--- src/rtl/fetch_pkg.sv ---
// Shared types and defaults for the fetch sequencer and its redirect arbiter.
// No logic; types and constants only.
// Not applicable.
package fetch_pkg;

  localparam int          XLEN_DEF     = 32;
  localparam logic [31:0] RESET_PC_DEF = 32'h0;

  // Sequencer states: BOOT after reset, FETCH while a request is outstanding,
  // HOLD while decode owns the instruction, HALT until a redirect arrives.
  typedef enum logic [1:0] {
    ST_BOOT  = 2'd0,
    ST_FETCH = 2'd1,
    ST_HOLD  = 2'd2,
    ST_HALT  = 2'd3
  } fetch_state_e;

endpackage

--- src/rtl/fetch_redirect_arb.sv ---
// Redirect arbiter: trap beats branch, and remembers a redirect that arrived mid-fetch.
// Select is combinational (0 cycles); the pending target is visible the cycle after pend_set.
// No backpressure: redirects are single-cycle pulses and the newest pending target wins.
module fetch_redirect_arb
  import fetch_pkg::*;
#(
  parameter int XLEN = XLEN_DEF
) (
  input  logic            clk,
  input  logic            reset_n,
  input  logic            br_valid,
  input  logic [XLEN-1:0] br_target,
  input  logic            trap_valid,
  input  logic [XLEN-1:0] trap_vector,
  input  logic            pend_set,
  input  logic            pend_clr,
  output logic            redir_now,
  output logic [XLEN-1:0] redir_target,
  output logic            pend_valid,
  output logic [XLEN-1:0] pend_target
);

  logic            pend_vld_q, pend_vld_d;
  logic [XLEN-1:0] pend_tgt_q, pend_tgt_d;

  // Fixed priority: a trap always overrides a branch in the same cycle.
  always_comb begin
    redir_now    = trap_valid | br_valid;
    redir_target = trap_valid ? trap_vector : br_target;
  end

  // Pending slot: set captures this cycle's winner, clear drops it once consumed.
  always_comb begin
    pend_vld_d = pend_vld_q;
    pend_tgt_d = pend_tgt_q;
    if (pend_set) begin
      pend_vld_d = 1'b1;
      pend_tgt_d = redir_target;
    end else if (pend_clr) begin
      pend_vld_d = 1'b0;
    end
  end

  // Pending redirect registers.
  always_ff @(posedge clk or negedge reset_n) begin
    if (!reset_n) begin
      pend_vld_q <= 1'b0;
      pend_tgt_q <= '0;
    end else begin
      pend_vld_q <= pend_vld_d;
      pend_tgt_q <= pend_tgt_d;
    end
  end

  assign pend_valid  = pend_vld_q;
  assign pend_target = pend_tgt_q;

endmodule

--- src/rtl/fetch_sequencer.sv ---
// Fetch-stage PC sequencer with one outstanding imem request; optional counters via FETCH_PERF_CNT_EN.
// inst_valid rises the cycle after imem_ack; at most one instruction every 2 cycles.
// Holds the instruction in HOLD until inst_ready; imem_req is held until imem_ack.
module fetch_sequencer
  import fetch_pkg::*;
#(
  parameter int            XLEN     = XLEN_DEF,
  parameter logic [XLEN-1:0] RESET_PC = RESET_PC_DEF[XLEN-1:0]
) (
  input  logic            clk,
  input  logic            reset_n,
  output logic            imem_req,
  output logic [XLEN-1:0] imem_addr,
  input  logic            imem_ack,
  input  logic [XLEN-1:0] imem_rdata,
  output logic            inst_valid,
  output logic [XLEN-1:0] inst,
  output logic [XLEN-1:0] inst_pc,
  input  logic            inst_ready,
  input  logic            br_valid,
  input  logic [XLEN-1:0] br_target,
  input  logic            trap_valid,
  input  logic [XLEN-1:0] trap_vector,
  input  logic            halt,
  output logic            halted
`ifdef FETCH_PERF_CNT_EN
  ,
  output logic [31:0]     perf_fetched,
  output logic [31:0]     perf_flushed
`endif
);

  fetch_state_e    state_q, state_d;
  logic [XLEN-1:0] pc_q, pc_d;
  logic [XLEN-1:0] inst_q, inst_d;
  logic [XLEN-1:0] inst_pc_q, inst_pc_d;

  logic            redir_now;
  logic [XLEN-1:0] redir_target;
  logic            pend_valid;
  logic [XLEN-1:0] pend_target;
  logic            pend_set;
  logic            pend_clr;

  fetch_redirect_arb #(
    .XLEN(XLEN)
  ) u_arb (
    .clk          (clk),
    .reset_n      (reset_n),
    .br_valid     (br_valid),
    .br_target    (br_target),
    .trap_valid   (trap_valid),
    .trap_vector  (trap_vector),
    .pend_set     (pend_set),
    .pend_clr     (pend_clr),
    .redir_now    (redir_now),
    .redir_target (redir_target),
    .pend_valid   (pend_valid),
    .pend_target  (pend_target)
  );

  // Next state, PC and held instruction; a redirect arriving mid-fetch is parked
  // so imem_addr stays stable until the outstanding ack returns.
  always_comb begin
    state_d   = state_q;
    pc_d      = pc_q;
    inst_d    = inst_q;
    inst_pc_d = inst_pc_q;
    pend_set  = 1'b0;
    pend_clr  = 1'b0;
    case (state_q)
      ST_BOOT: begin
        // Acks here belong to a fetch cut off by reset and are ignored.
        if (redir_now) pc_d = redir_target;
        state_d = ST_FETCH;
      end
      ST_FETCH: begin
        if (imem_ack) begin
          if (redir_now || pend_valid) begin
            // Wrong-path data: drop it and reissue at the redirect target.
            pc_d     = redir_now ? redir_target : pend_target;
            pend_clr = 1'b1;
          end else begin
            inst_d    = imem_rdata;
            inst_pc_d = pc_q;
            pc_d      = pc_q + {{(XLEN-1){1'b0}}, 1'b1};
            state_d   = ST_HOLD;
          end
        end else if (redir_now) begin
          pend_set = 1'b1;
        end
      end
      ST_HOLD: begin
        if (redir_now) begin
          pc_d    = redir_target;
          state_d = ST_FETCH;
        end else if (inst_ready) begin
          state_d = halt ? ST_HALT : ST_FETCH;
        end
      end
      ST_HALT: begin
        if (redir_now) begin
          pc_d    = redir_target;
          state_d = ST_FETCH;
        end
      end
      default: state_d = ST_BOOT;
    endcase
  end

  // Sequencer state, PC and held instruction registers.
  always_ff @(posedge clk or negedge reset_n) begin
    if (!reset_n) begin
      state_q   <= ST_BOOT;
      pc_q      <= RESET_PC;
      inst_q    <= '0;
      inst_pc_q <= '0;
    end else begin
      state_q   <= state_d;
      pc_q      <= pc_d;
      inst_q    <= inst_d;
      inst_pc_q <= inst_pc_d;
    end
  end

  assign imem_req   = (state_q == ST_FETCH);
  assign imem_addr  = pc_q;
  assign inst_valid = (state_q == ST_HOLD);
  assign inst       = inst_q;
  assign inst_pc    = inst_pc_q;
  assign halted     = (state_q == ST_HALT);

`ifdef FETCH_PERF_CNT_EN
  logic        acc_evt;
  logic        flush_evt;
  logic [31:0] fetched_q, fetched_d;
  logic [31:0] flushed_q, flushed_d;

  // Accepted instructions and wrong-path drops (discarded acks plus held instructions killed by a redirect).
  always_comb begin
    acc_evt   = (state_q == ST_HOLD) && inst_ready && !redir_now;
    flush_evt = ((state_q == ST_FETCH) && imem_ack && (redir_now || pend_valid)) ||
                ((state_q == ST_HOLD) && redir_now);
    fetched_d = fetched_q + {31'd0, acc_evt};
    flushed_d = flushed_q + {31'd0, flush_evt};
  end

  // Free-running wrap-around counters.
  always_ff @(posedge clk or negedge reset_n) begin
    if (!reset_n) begin
      fetched_q <= '0;
      flushed_q <= '0;
    end else begin
      fetched_q <= fetched_d;
      flushed_q <= flushed_d;
    end
  end

  assign perf_fetched = fetched_q;
  assign perf_flushed = flushed_q;
`else
  // Counters are not built; the sequencer behaves identically without them.
`endif

endmodule

--- config.mk ---
export PLATFORM = sky130hd
export DESIGN_NAME = fetch_sequencer
export DESIGN_NICKNAME = d
export VERILOG_FILES = /design/src/rtl/fetch_pkg.sv /design/src/rtl/fetch_redirect_arb.sv /design/src/rtl/fetch_sequencer.sv
export SDC_FILE = /design/constraint.sdc
export NUM_CORES = 1
export LEC_CHECK = 0
export CORE_MARGIN = 3
export CORE_UTILIZATION = 43
export DETAILED_ROUTE_END_ITERATION = 7
export PLACE_DENSITY = 0.8
export RECOVER_POWER = 100
export SLEW_MARGIN = 20
export SYNTH_ARGS = -nofsm -noshare
export SYNTH_HDL_FRONTEND = slang
export SYNTH_SLANG_ARGS = --single-unit
--- constraint.sdc ---
create_clock -name clk -period 2.1 [get_ports clk]
set_input_delay 0.42 -clock clk [delete_from_list [all_inputs] [get_ports clk]]
set_output_delay 0.42 -clock clk [all_outputs]
set_load 0.01 [all_outputs]
==> impl_metrics.yaml <==
layout:
  layout_common_cells: "dfrtp_1 (130), clkdlybuf4s50_1 (102), dlygate4sd3_1 (96), o21ai_0 (90), nand2_1 (67)"
  multi_input_area_mm2: 0.00309
  area_growth_pct: 48.6
  drive_above_1_share_pct: 19.5
  mostFrequentLayoutCell: "dfrtp_1"
  n_antenna_cell: 0
  n_fill_cell: 1117
  utilization_pct: 66.3
  regArea_mm2: 0.00328
  layout.nets: 986
synth:
  synth.net_count: 743
  yosys_warnings: 0
  yosysSeqAreaShare_pct: 49.8
  synth_edf_count: 0
  syn_avg_cell_area_um2: 10.4
  syn_area_mm2: 0.00658
  async_flop_share_pct: 100
  synthCells: 635
  synth.distinct_cells: 59
  synthFlopType: "dfrtp_1"
  yosys_register_bits: 131
global_routing:
  grt_pass1_vias: 5908
  grt_pass1_wl_um: 31300
  antenna_found_initial: 0
  overflow: 0
  grtUsageTotal_pct: 23.8
  grt_max_degree: 54
timing:
  slew_headroom_pct: 18.7
  setup-violations-final: 0
  tightest_slew_ns: 1.22
  fmax_ghz: 0.493
  maxSlewViolCount: 0
  finalCritPeriodShare_pct: 96.6
  finalSetupTns_ns: 0
  fin_ws_ns: 0.0724
  skew_ns: 0.00632
  hold_viol_final: 0
  rsz0062_at_grt: "no"
  fin_crit_ns: 2.03
cts:
  cts_root_buffer: "clkbuf_16"
  cts_tree: "done"
  h-tree-depth: 4
  clock_sink_count: 131
  post_cts_buffers: 0
  cts-buffers-inserted: 17
  path_clk_slew_ns: 0.06
  clk_latency_ns: 0.42
  cts_buffer_depth: 2
critical_path:
  endpoint_kind: "primary output"
  start_kind: "flip-flop"
  cp_data_required_time_ns: 1.68
  arrival_ns: 1.61
  crit_type: "reg2out"
  cp_max_fo: 12
drt:
  drcViolationCount: 0
  drt-pass1-iter-count: 5
  totalWireLength_um: 19800
  final_antenna_net_count: 0
  first_iter_violations: 393
  wl_per_cell_um: 18.4
  vias: 6076
  vias_per_cell: 5.65
die:
  core-area_mm2: 0.0148
  io_pins: 202
  fp.dieArea_mm2: 0.0168
  die_h_um: 130
  initial_core_util_pct: 44.6
  rows: 44
  die_w_um: 130
power_and_ir_drop:
  power_mw: 12.9
  ir_drop_mv: 0.726
  power_density_mw_per_mm2: 1320
  p_leak_nw: 4.34
place:
  place_ws_ns: -0.139
  hpwl_um: 14700
  routabilityCongestion: 0.971
  io_buffers: 201
run_status:
  status: "completed"
flow_run:
  max_cap_violations: 0
worst_hold_path:
  min_path_type: "reg2reg"
kinds of logic after synthesis:
logic type | Yosys count | share of synthesized area [%]
mux | 96 | 15.8
compound gates | 181 | 16.6
buf+inv | 53 | 3.40
flops | 131 | 49.8
fa+ha+maj | 5 | 0.950
simple gates | 169 | 13.5
registers in the layout (all words and copies together) (netlist names):
signal	count
imem_addr	32
inst	32
inst_pc	32
u_arb.pend_target	32
state_q	2
u_arb.pend_valid	1
path summary, 6_finish.rpt:
check                            start             to  slack (ns)  cells past startpoint
max                         state_q[1]       imem_req        0.07                      4
min                        inst_pc[18]    inst_pc[18]        0.47                      2
max reg2reg                 state_q[1]  imem_addr[23]        0.09                      7
min reg2reg                inst_pc[18]    inst_pc[18]        0.47                      2
max in group asynchronous      reset_n   imem_addr[9]        0.30                      3
min in group asynchronous      reset_n       inst[27]        0.79                      2
cells in the mapped netlist (all sizes together) (4+ instances only):
master  number  area (um^2)
o211ai      11         82.6
dfrtp      131         3280
a21oi       22          110
mux2        61          687
nand4        9         62.6
clkbuf      26         98.8
o311ai       9         78.8
nand3       26          130
nor2b        5         31.3
o21ai       92          464
inv          6         22.5
ha           5         62.6
a31oi       10         62.6
nor2        22         82.6
and3         9         56.3
and4         5         43.8
nand2       68          255
buf         21          103
a22oi       15          113
mux2i       35          350
and2         4         25.0
through the flow:
step	cell area [um^2]	cells	hold slack (ns)
finish	9780	1075	0.470
global route	9780	1075	0.500
CTS	9840	1075	0.468
detailed placement	9230	1042	0.389
global placement	9230	1042	0.393
floorplan	6580	635	0.124
where the power goes:
| part | switching [mW] | internal (mW) |
|---|---|---|
| Sequential | 0.787 | 3.72 |
| Clock | 1.12 | 1.80 |
| Combinational | 2.62 | 2.82 |
layout make-up:
type,instances,share of cell area [%]
multi-input cells,451,31.6
inverters,6,0.230
clock buffers,20,4.67
clock inverters,12,1.36
well taps,184,2.35
flip-flops and latches,131,33.5
repair buffers,271,26.2
what timing repair did:
item | in CTS | in global routing
endpoints found under the hold margin | 47 | 0
hold buffers | 1 | 0
gates resized for setup | 4 | 2
setup endpoints to repair | 2 | 2
critical path: stages (launching register included):
cell and delay [ns]:
dfrtp_1 0.42, inv_1 0.11, ha_2 0.22, buf_6 0.16, dlygate4sd2_1 0.28
per-layer routing:
layer | track usage (%) | vias up | part of all wire [%] | routed length [um]
li1 | - | 2834 | - | -
met2 | 38.2 | 265 | 49 | 9750
met1 | 32.2 | 2935 | 41 | 8160
met3 | 5.03 | 42 | 7.3 | 1460
met4 | 8.68 | 0 | 2.2 | 445
met5 | 0 | - | 0 | 0
Power figures use the tool's default switching activity.
